==> src/rtl/pc_sequencer.sv <==
// Fetch PC sequencer: PC register, prioritised redirects, imem valid/ready request, fetch counter.
// Latency: all outputs registered; a redirect sampled at edge N drives pc_o from edge N.
// Backpressure: pc_ready_i low holds pc_o with pc_valid_o high; optional PC_MISALIGN_CHECK_EN halts on misaligned targets.
module pc_sequencer #(
  parameter int unsigned     XLEN         = 32,
  parameter int unsigned     NUM_REDIR    = 4,
  parameter logic [XLEN-1:0] RESET_VECTOR = '0,
  parameter int unsigned     INC          = 4,
  parameter int unsigned     CNT_W        = 16
) (
  input  logic                      clk,
  input  logic                      rst_n,
  input  logic                      stall_i,
  input  logic                      halt_i,
  input  logic [NUM_REDIR-1:0]      redir_valid_i,
  input  logic [NUM_REDIR*XLEN-1:0] redir_target_i,
  input  logic                      pc_ready_i,
  output logic [XLEN-1:0]           pc_o,
  output logic                      pc_valid_o,
  output logic                      redir_taken_o,
  output logic [CNT_W-1:0]          fetch_cnt_o,
  output logic                      misalign_o
);

  typedef enum logic [1:0] {
    ST_BOOT,
    ST_RUN,
    ST_HOLD,
    ST_HALT
  } state_t;

  state_t            state_q, state_d;
  logic [XLEN-1:0]   pc_q, pc_d;
  logic              vld_q, vld_d;
  logic              taken_q, taken_d;
  logic [CNT_W-1:0]  cnt_q, cnt_d;
  logic              redir_any;
  logic [XLEN-1:0]   redir_tgt;
  logic              redir_bad;

  // Lowest set channel index wins: scan from the top so lower indices overwrite.
  always_comb begin
    redir_any = |redir_valid_i;
    redir_tgt = '0;
    for (int k = NUM_REDIR - 1; k >= 0; k--) begin
      if (redir_valid_i[k]) begin
        redir_tgt = redir_target_i[k*XLEN +: XLEN];
      end
    end
  end

`ifdef PC_MISALIGN_CHECK_EN
  logic mis_q, mis_d;
  assign redir_bad  = (redir_tgt[1:0] != 2'b00);
  assign misalign_o = mis_q;
`else
  assign redir_bad  = 1'b0;
  assign misalign_o = 1'b0;
`endif

  always_comb begin
    state_d = state_q;
    pc_d    = pc_q;
    vld_d   = vld_q;
    taken_d = 1'b0;
    cnt_d   = cnt_q;
`ifdef PC_MISALIGN_CHECK_EN
    mis_d   = mis_q;
`endif
    if (state_q == ST_BOOT) begin
      state_d = ST_RUN;
      vld_d   = 1'b1;
    end else if (redir_any && redir_bad) begin
      state_d = ST_HALT;
      vld_d   = 1'b0;
      pc_d    = redir_tgt;
`ifdef PC_MISALIGN_CHECK_EN
      mis_d   = 1'b1;
`endif
    end else if (redir_any) begin
      // Redirect abandons any outstanding request, so no count this edge.
      state_d = ST_RUN;
      vld_d   = 1'b1;
      pc_d    = redir_tgt;
      taken_d = 1'b1;
`ifdef PC_MISALIGN_CHECK_EN
      mis_d   = 1'b0;
`endif
    end else if (halt_i) begin
      state_d = ST_HALT;
      vld_d   = 1'b0;
    end else if (state_q == ST_HALT) begin
      state_d = ST_HALT;
    end else if (stall_i) begin
      state_d = ST_HOLD;
      vld_d   = 1'b0;
    end else if (state_q == ST_HOLD) begin
      state_d = ST_RUN;
      vld_d   = 1'b1;
    end else if (vld_q && pc_ready_i) begin
      pc_d  = pc_q + XLEN'(INC);
      cnt_d = cnt_q + CNT_W'(1);
    end
  end

  always_ff @(posedge clk or negedge rst_n) begin
    if (!rst_n) begin
      state_q <= ST_BOOT;
      pc_q    <= RESET_VECTOR;
      vld_q   <= 1'b0;
      taken_q <= 1'b0;
      cnt_q   <= '0;
    end else begin
      state_q <= state_d;
      pc_q    <= pc_d;
      vld_q   <= vld_d;
      taken_q <= taken_d;
      cnt_q   <= cnt_d;
    end
  end

`ifdef PC_MISALIGN_CHECK_EN
  always_ff @(posedge clk or negedge rst_n) begin
    if (!rst_n) begin
      mis_q <= 1'b0;
    end else begin
      mis_q <= mis_d;
    end
  end
`endif

  assign pc_o          = pc_q;
  assign pc_valid_o    = vld_q;
  assign redir_taken_o = taken_q;
  assign fetch_cnt_o   = cnt_q;

endmodule
==> config.mk <==
export PLATFORM = sky130hd
export DESIGN_NAME = pc_sequencer
export DESIGN_NICKNAME = d
export VERILOG_FILES = /design/src/rtl/pc_sequencer.sv
export SDC_FILE = /design/constraint.sdc
export NUM_CORES = 1
export LEC_CHECK = 0
export ABC_AREA = 1
export CAP_MARGIN = 10
export CORE_MARGIN = 2
export CORE_UTILIZATION = 47
export CTS_CLUSTER_DIAMETER = 200
export DETAILED_ROUTE_END_ITERATION = 8
export HOLD_SLACK_MARGIN = 0.02
export PLACE_DENSITY = 0.88
export REMOVE_ABC_BUFFERS = 1
export SETUP_SLACK_MARGIN = 0.02
export SYNTH_ARGS = -nofsm -noshare
export SYNTH_HDL_FRONTEND = slang
export SYNTH_SLANG_ARGS = --single-unit
==> constraint.sdc <==
create_clock -name clk -period 4.25 [get_ports clk]
set_clock_uncertainty 0.15 [all_clocks]
set_input_delay 1.0625 -clock clk [delete_from_list [all_inputs] [get_ports clk]]
set_output_delay 1.0625 -clock clk [all_outputs]
set_load 0.03 [all_outputs]
### After elaboration in Yosys (flattened, before gate mapping)

Index checks and enable logic that the tools add are counted.

| storage, ports and cells | value |
|---|---|
| register bits | 52 |
| input bits | 137 |
| output and inout bits | 51 |

| cells by class | value |
|---|---|
| add/sub/neg operators | 2 |
| bitwise operators | 6 |
| eq/ne operators | 7 |
| reduce and logical (&&, ||, !) cells | 9 |
| mux-type cells | 24 |

Operators with widths:

| kind | count |
|---|---|
| $mux 32 | 10 |
| $add 32x3->32 const B | 1 |
| $add 16x1->16 const B | 1 |
| $mux 2 | 6 |
| $mux 1 | 8 |
| $reduce_and 7->1 | 1 |
| $not 1->1 | 6 |
| $reduce_and 6->1 | 1 |
| $reduce_bool 6->1 | 1 |
| $reduce_bool 5->1 | 1 |
| $eq 2x2->1 const B | 2 |
| $ne 2x1->1 const B | 2 |
| $ne 2x2->1 const B | 2 |
| $ne 4x4->1 const B | 1 |
| $reduce_or 4->1 | 1 |
| $logic_not 2->1 | 1 |
| $reduce_and 2->1 | 1 |
| $reduce_bool 2->1 | 1 |
| $logic_and 1x1->1 | 1 |

### Longest topological paths before layout

Gate-level depths: netlist of the first run.

| logic depth | value |
|---|---|
| depth in word-level cells | 7 |
| gate-level depth with buffers | 11 |

### Least setup slack after synthesis of the first run

No wires, ideal clock.

| timing | value |
|---|---|
| kind | input-to-reg |
| start point | in redir_valid_i[0] |
| end point | reg pc_q[4] (netlist: pc_o[4]) |
| data required time | 3.982 ns |
| stages on the path | 9 |
| buffers on the path | 3 |
| arrival | 1.948 ns |
| setup slack | 2.034 ns |
| cells stage by stage | buf_4 > inv_2 > nand3_4 > nand2_2 > nand2_2 > buf_6 > buf_4 > nor2_1 > nor2_1 |

| on the way | value |
|---|---|
| longest elaborated chain between the ends | 3 |

RTL lines:

| item | RTL line | text |
|---|---|---|
| start, declared | 15 | `input logic [NUM_REDIR-1:0] redir_valid_i,` |
| $reduce_or 4->1 | 43 | `redir_any = \|redir_valid_i;` |
| $ne 2x2->1 (no source line), or another cell as far along | -- |  |
| $reduce_and 6->1 (no source line) | -- |  |
| end signal, assigned | 115 | `pc_q <= pc_d;` |
| end, declared | 33 | `logic [XLEN-1:0] pc_q, pc_d;` |

Several ways; a longest one is shown, not always the timed one.
A chain may end at the register's enable or synchronous reset.

### Final worst setup path of the first run

| timing | value |
|---|---|
| start point | in redir_valid_i[2] |
| end point | reg pc_q[30] (netlist: pc_o[30]) |

| on the way | value |
|---|---|
| longest elaborated chain between the ends | 4 |

RTL lines:

| item |
|---|
| branches (longest 4 deep; another with $reduce_and 6->1) |

Several ways; the timed one is not identified.

==> impl_summary.txt, run 1 <==
----------------------------------------------------
[Cells and area]
  Commonest cells after routing, fill and taps aside ... 221 x sky130_fd_sc_hd__nand2_1, 185 x sky130_fd_sc_hd__clkdlybuf4s50_1, 104 x sky130_fd_sc_hd__nor2_1
  Cell area after layout ... 6280 um2
  Net count of the finished layout ... 992
  Antenna Diode Count ... 0
  Most frequent standard cell in the layout excluding fill and tap cells ... sky130_fd_sc_hd__nand2_1
  Area growth from synthesis to layout ... 44.4%
  Number of cells in the finished layout apart from fillers ... 965
  Fill cells ... 761
  Layout cells sized above 1 ... 0.0773

[Die]
  Initial standard-cell utilization of the core ... 0.477
  Height of the die ... 100 um
  IO Pins ... 188
  Core outline area ... 9110 um2
  Die Wd ... 100 um
  Die area ... 10000 um2
  Row Count ... 35

[Clocking]
  Maximum count of clock buffers along a single path ... 2
  Quantity of hold-fixing buffers added after cts ... 0
  Number of gates resized after CTS ... 0
  Worst skew pair latency ... 0.32 ns
  Number of CTS-inserted buffers ... 5
  Clock root buffer ... sky130_fd_sc_hd__clkbuf_8
  TritonCTS clock tree ... yes
  H-tree Lvls ... 2
  Clock-pin slew on the worst setup and hold paths ... 0.11 ns
  Number of sinks driven by the clock tree ... 52
  Buffers inserted by post-CTS timing repair ... 0

[Worst setup path]
  Setup crit start kind ... input port
  Critical Path Slowest Stage Cell ... sky130_fd_sc_hd__clkdlybuf4s50_1
  Library cell appearing most often on the critical path ... sky130_fd_sc_hd__nand2_2
  Worst path cell trace ... clkdlybuf4s50_1, nor2_4, nand3_4, nand2_2, nand2_2, inv_2, nor2_1, a21oi_1
  Worst setup path startpoint ... redir_valid_i[2]
  Slowest Stage Delay on Critical Path ... 0.80 ns
  Worst setup path class ... input port to register
  Number of buffer and inverter instances along the worst setup path ... 2
  Startpoint of the worst register-to-register path ... state_q[0]
  Arrival time at the worst endpoint ... 3.38 ns
  Worst path required time ... 4.34 ns
  Category of the worst setup path capture point ... register
  Crit-path leading delay family ... buffers and inverters
  Critical path fanouts, max ... 22

[Detailed routing]
  Violation count after the first detailed-routing iteration ... 252
  Top Layer Used ... met4
  Routed met1 length ... 5670 um
  Post-Route WL ... 13800 um
  Met3 routed wirelength ... 675 um
  Per-cell routed wire length ... 14.3 um
  Via count normalized by instance count ... 5.33
  Residual DRC count ... 0
  Count of vias placed by the detailed router ... 5146
  Routed Antenna Nets ... 0
  Met2 layer wire length in the routed design ... 7120 um
  Number of search-and-repair iterations in the first detailed-routing pass ... 6

[Placement]
  Cell Count Post-Placement ... 957
  I/O Buffers ... 186
  Placed wire-length estimate ... 10500 um
  Placer Congestion ... 0.893
  Placed Instance Area ... 6190 um2

[Global routing]
  All-layer global routing usage ... 0.281
  First-pass GRT wire length ... 23000 um
  GRT overflow ... 0
  Largest net degree at the start of global routing ... 36
  Initial antenna violation count ... 0
  Via count of the first global-routing pass ... 5084

[STA]
  Final setup viols ... 0
  Actual slew at the worst max-slew pin ... 0.813 ns
  Max-slew headroom at the worst pin ... 0.458
  Max frequency ... 0.304 GHz
  Unrepaired setup endpoints after global routing ... false
  Clock period minus final worst setup slack ... 3.29 ns
  Share of the clock period used by the worst path after layout ... 0.774
  Fin. Hold Viols ... 0
  Final Max Slew Viols ... 0
  Setup TNS after final layout ... 0 ns

[Run status]
  Outcome ... finished, final reports clean

[Logic synthesis]
  Fraction of synthesis flops using an asynchronous set or reset pin ... 1.00
  Synthesis warning total ... 0
  Register bit total from synthesis ... 52
  Number of distinct standard cells referenced by the synthesized netlist ... 35
  Number of enable flip-flop cells after synthesis ... 0
  Post-Synthesis Cell Area ... 4350 um2
  Seq/Total Area, Yosys ... 0.299
  Dominant register cell in the synthesized netlist ... sky130_fd_sc_hd__dfrtp_1
  Gate count after technology mapping ... 685
  Avg Inst Size Synth ... 6.35 um2

[Job]
  Number of max-capacitance violations reported ... 0

[Hold path]
  Worst Min Path Start ... fetch_cnt_o[7]
  Worst min-delay path category ... register to register

[Power and ir drop]
  PD cells ... 230 nW/um2
  Static Leak ... 2.74 nW
  Maximum VDD drop ... 0.000135 V

----------------------------------------------------
==> layer usage <==
metal,GRT usage,up-vias
met5,0,-
met4,0.0927,0
met3,0.0397,32
met2,0.514,182
met1,0.338,2401
li1,-,2531
==> layout make-up <==
cell class	instances	area (um2)	area share
Tap cell	111	139	0.0221
Multi-Input combinational cell	556	2670	0.425
Clock inverter	3	21.3	0.00339
Inverter	45	171	0.0273
Timing Repair Buffer	193	1910	0.304
Sequential cell	52	1300	0.207
Clock buffer	5	68.8	0.0110
==> Yosys cell counts (2+ instances only) <==
master,number,area [um2]
sky130_fd_sc_hd__nand2_1,221,830
sky130_fd_sc_hd__nor2_1,104,390
sky130_fd_sc_hd__a21oi_1,60,300
sky130_fd_sc_hd__nand3_1,53,265
sky130_fd_sc_hd__dfrtp_1,52,1300
sky130_fd_sc_hd__inv_1,37,139
sky130_fd_sc_hd__o211ai_1,17,128
sky130_fd_sc_hd__o21ai_0,14,70.1
sky130_fd_sc_hd__or2_2,12,75.1
sky130_fd_sc_hd__buf_4,10,75.1
sky130_fd_sc_hd__nor2_4,10,113
sky130_fd_sc_hd__xor2_1,10,87.6
sky130_fd_sc_hd__buf_2,9,45.0
sky130_fd_sc_hd__clkbuf_1,8,30.0
sky130_fd_sc_hd__inv_2,7,26.3
sky130_fd_sc_hd__nand2_2,7,43.8
sky130_fd_sc_hd__nor2_2,6,37.5
sky130_fd_sc_hd__buf_6,5,56.3
sky130_fd_sc_hd__nand4_1,5,31.3
sky130_fd_sc_hd__nor3_1,5,25.0
sky130_fd_sc_hd__o21bai_1,5,37.5
sky130_fd_sc_hd__xnor2_1,5,43.8
sky130_fd_sc_hd__o21ai_1,4,20.0
sky130_fd_sc_hd__and2_1,3,18.8
sky130_fd_sc_hd__nand2_4,3,33.8
sky130_fd_sc_hd__a22oi_1,2,15.0
sky130_fd_sc_hd__ha_1,2,25.0
sky130_fd_sc_hd__nand3b_1,2,15.0
==> sequential cells by signal, indices dropped and copies added, names as in the netlist <==
signal         flops
pc_o              32
fetch_cnt_o       16
state_q            2
pc_valid_o         1
redir_taken_o      1
==> worst register-to-register path: stages, from the launching register on <==
cell	delay, ns
sky130_fd_sc_hd__dfrtp_1	0.38
sky130_fd_sc_hd__inv_1	0.08
sky130_fd_sc_hd__nor2_2	0.16
sky130_fd_sc_hd__nand2_2	0.10
sky130_fd_sc_hd__nand2_2	0.30
sky130_fd_sc_hd__buf_4	0.33
sky130_fd_sc_hd__o21ai_1	0.11
sky130_fd_sc_hd__nor2_1	0.12
sky130_fd_sc_hd__a21oi_1	0.05
==> worst paths after layout <==
| check | endpoint | slack (ns) | depth (start not counted) |
|---|---|---|---|
| hold reg to reg | fetch_cnt_o[7] | 0.35 | 1 |
| max in group asynchronous | pc_o[14] | 2.51 | 2 |
| setup reg to reg | pc_o[2] | 2.36 | 8 |
| setup / recovery | pc_o[30] | 0.96 | 8 |
| min in group asynchronous | fetch_cnt_o[10] | 0.68 | 1 |
| hold / removal | fetch_cnt_o[7] | 0.35 | 1 |
==> logic make-up after synthesis <==
logic type | count (synthesis) | synth area share
xor+xnor | 15 | 0.0302
fa+ha+maj | 2 | 0.00576
simple gates | 433 | 0.438
flops | 52 | 0.299
other cells | 1 | 0.000863
buf+inv | 77 | 0.0869
compound gates | 105 | 0.138
==> where the power goes <==
part	switching [mW]	total [mW]	internal, mW
registers	0.0640	0.600	0.536
clock network	0.184	0.301	0.117
logic	0.283	0.546	0.263
total	0.531	1.45	0.916
==> per-stage QoR <==
step | power (mW) | util | setup slack, ns | hold slack, ns
floorplan | 0.854 | - | 1.52 | 0.358
global placement | 1.14 | 0.679 | 0.765 | 0.330
detailed placement | 1.15 | 0.679 | 0.653 | 0.338
CTS | 1.45 | 0.689 | 0.982 | 0.356
global route | 1.53 | 0.689 | 0.729 | 0.369
finish | 1.45 | 0.689 | 0.961 | 0.348
Note: power is estimated with default switching activity, not from simulation.
==> run 2, diff against run 1 <==
Settings changed: CORE_UTILIZATION 47 to 39, PLACE_DENSITY 0.88 to 0.78.
Clock period 4.25 ns to 3 ns, I/O delays scaled along.
==> run 2 against run 1 <==
  * Flip-flop and latch count stayed put
  * Die area increased by 20%
  * Combinational power grew 42%
  * Register-to-register slack worse by 1.2 ns
  * Count of clock-buffer cells in the layout stayed put
  * First-iteration DRC count grew 1.6%
  * Largest power group unchanged
  * Final area up 1.6%
  * Via count fell by 3.2%
  * Total power rose by 43%
  * Global-route usage down 5.2 points
  * Worst setup slack lost 0.42 ns
  * Non-clock buffer count rose by 6
==> impl_summary.txt, run 2 (same netlist as run 1, synthesis figures left out) <==
----------------------------------------------------
[Cells and area]
  Cell area after layout ... 6380 um2 (+1.6%)
  Commonest cells after routing, fill and taps aside ... 221 x sky130_fd_sc_hd__nand2_1, 185 x sky130_fd_sc_hd__clkdlybuf4s50_1, 104 x sky130_fd_sc_hd__nor2_1
  Area used by sequential logic in the layout ... 1300 um2 (unchanged)
  Area growth from synthesis to layout ... 46.7%
  Antenna Diode Count ... 0 (unchanged)
  Multi-input combinational cell area ... 2670 um2 (unchanged)
  Most frequent standard cell in the layout excluding fill and tap cells ... sky130_fd_sc_hd__nand2_1
  Net count of the finished layout ... 998 (+0.60%)
  Largest register FFs ... 32 (unchanged)
  Fill cells ... 1045 (+37%)
  Layout cells sized above 1 ... 0.0837 (+0.00644)

[STA]
  Fin. Hold Viols ... 0 (unchanged)
  Setup TNS after final layout ... 0 ns (unchanged)
  Max frequency ... 0.407 GHz
  Unrepaired setup endpoints after global routing ... false
  Final Max Slew Viols ... 0 (unchanged)
  Final setup viols ... 0 (unchanged)
  Share of the clock period used by the worst path after layout ... 0.819
  Clock period minus final worst setup slack ... 2.46 ns

[Global routing]
  Initial antenna violation count ... 0 (unchanged)
  Largest net degree at the start of global routing ... 53 (+47%)
  GRT overflow ... 0 (unchanged)
  Via count of the first global-routing pass ... 4640 (-8.7%)
  All-layer global routing usage ... 0.229 (-0.0519)
  First-pass GRT wire length ... 22100 um (-4.0%)

[Detailed routing]
  Top Layer Used ... met4
  Residual DRC count ... 0 (unchanged)
  Routed met1 length ... 6050 um (+6.7%)
  Per-cell routed wire length ... 13.6 um (-5.1%)
  Via count normalized by instance count ... 4.98 (-6.6%)
  Count of vias placed by the detailed router ... 4980 (-3.2%)
  Post-Route WL ... 13600 um (-1.6%)
  Met3 routed wirelength ... 837 um (+24%)
  Violation count after the first detailed-routing iteration ... 256 (+1.6%)
  Routed Antenna Nets ... 0 (unchanged)
  Number of search-and-repair iterations in the first detailed-routing pass ... 4 (-2)
  Met2 layer wire length in the routed design ... 6520 um (-8.3%)

[Worst setup path]
  Critical path fanouts, max ... 7 (-68%)
  Worst Reg-to-Reg Cells ... 9 (+1)
  Category of the worst setup path capture point ... primary output
  Critical Path Slowest Stage Cell ... sky130_fd_sc_hd__clkdlybuf4s50_1
  Setup crit start kind ... register
  Number of buffer and inverter instances along the worst setup path ... 1 (-1)
  Arrival time at the worst endpoint ... 1.56 ns (-1.82 ns)
  Worst path required time ... 2.10 ns (-2.24 ns)
  Slowest Stage Delay on Critical Path ... 0.73 ns (-0.07 ns)
  Total stage count of the critical path ... 1 (-7)
  Crit-path leading delay family ... buffers and inverters
  Worst path cell trace ... clkdlybuf4s50_1
  Worst setup path class ... register to primary output

[Placement]
  I/O Buffers ... 186 (unchanged)
  Placer Congestion ... 0.901 (+0.92%)
  Placed wire-length estimate ... 10400 um (-0.86%)
  Placed Instance Area ... 6280 um2 (+1.5%)

[Clocking]
  TritonCTS clock tree ... yes
  Worst skew pair latency ... 0.31 ns (about the same)
  Quantity of hold-fixing buffers added after cts ... 0 (unchanged)
  Clock-pin slew on the worst setup and hold paths ... 0.11 ns (about the same)
  Number of sinks driven by the clock tree ... 52 (unchanged)
  H-tree Lvls ... 2 (unchanged)
  Number of CTS-inserted buffers ... 5 (unchanged)
  Number of gates resized after CTS ... 0 (unchanged)
  Clock root buffer ... sky130_fd_sc_hd__clkbuf_8
  Buffers inserted by post-CTS timing repair ... 0 (unchanged)
  Maximum count of clock buffers along a single path ... 2 (unchanged)

[Power and ir drop]
  Static Leak ... 2.78 nW (+1.3%)
  Maximum VDD drop ... 0.000170 V (+26%)
  PD cells ... 323 nW/um2 (+40%)
  Post-layout power ... 2.06 mW (+43%)

[Die]
  Core outline area ... 10800 um2 (+19%)
  IO Pins ... 188 (unchanged)
  Die area ... 12000 um2 (+20%)
  Height of the die ... 110 um (+9.4%)
  Die Wd ... 110 um (+9.4%)
  Initial standard-cell utilization of the core ... 0.401 (-0.0762)
  Row Count ... 38 (+8.6%)

[Run status]
  Outcome ... finished, final reports clean

[Hold path]
  Worst min-delay path category ... input port to asynchronous set/reset pin

[Job]
  Number of max-capacitance violations reported ... 0 (unchanged)

----------------------------------------------------
-- run 2: cell count changes in the layout (fill, tap and decap cells not counted), sizes merged --
cell / before / now
buf: 8 / 14
-- run 2: per-stage QoR --
stage / setup slack (ns) / instances / utilization / hold slack [ns]
after CTS: 0.535 / 1000 / 0.588 / 0.275
after detailed placement: 0.317 / 992 / 0.580 / 0.332
after global placement: 0.389 / 992 / 0.580 / 0.325
final: 0.544 / 1000 / 0.588 / 0.274
after floorplan: 0.587 / 653 / - / 0.304
after global routing: 0.482 / 1000 / 0.588 / 0.287
-- run 2: area by class of cell --
| cell class | instances | area share |
|---|---|---|
| clock inverters | 3 | 0.00432 |
| repair buffers | 199 | 0.308 |
| multi-input cells | 556 | 0.418 |
| flip-flops and latches | 52 | 0.204 |
| clock buffers | 5 | 0.0108 |
| inverters | 45 | 0.0269 |
| well taps | 140 | 0.0275 |
-- run 2: final timing paths --
check	startpoint	end	slack, ns
setup / recovery	pc_o[27]	pc_o[27]	0.54
hold / removal	rst_n	fetch_cnt_o[11]	0.27
setup reg to reg	pc_o[3]	pc_o[28]	1.21
hold reg to reg	fetch_cnt_o[7]	fetch_cnt_o[7]	0.35
max in group asynchronous	rst_n	pc_o[26]	2.18
min in group clk	fetch_cnt_o[7]	fetch_cnt_o[7]	0.35
-- run 2: routing by layer --
layer	up-vias	global-route usage
li1	2542	-
met1	2279	0.294
met2	145	0.405
met3	14	0.0403
met4	0	0.0443
met5	-	0
-- run 2: report_power, final --
group	internal [mW]	total (mW)	switching, mW
combinational	0.377	0.777	0.400
sequential	0.759	0.848	0.0890
clock	0.172	0.437	0.265
total	1.31	2.06	0.754
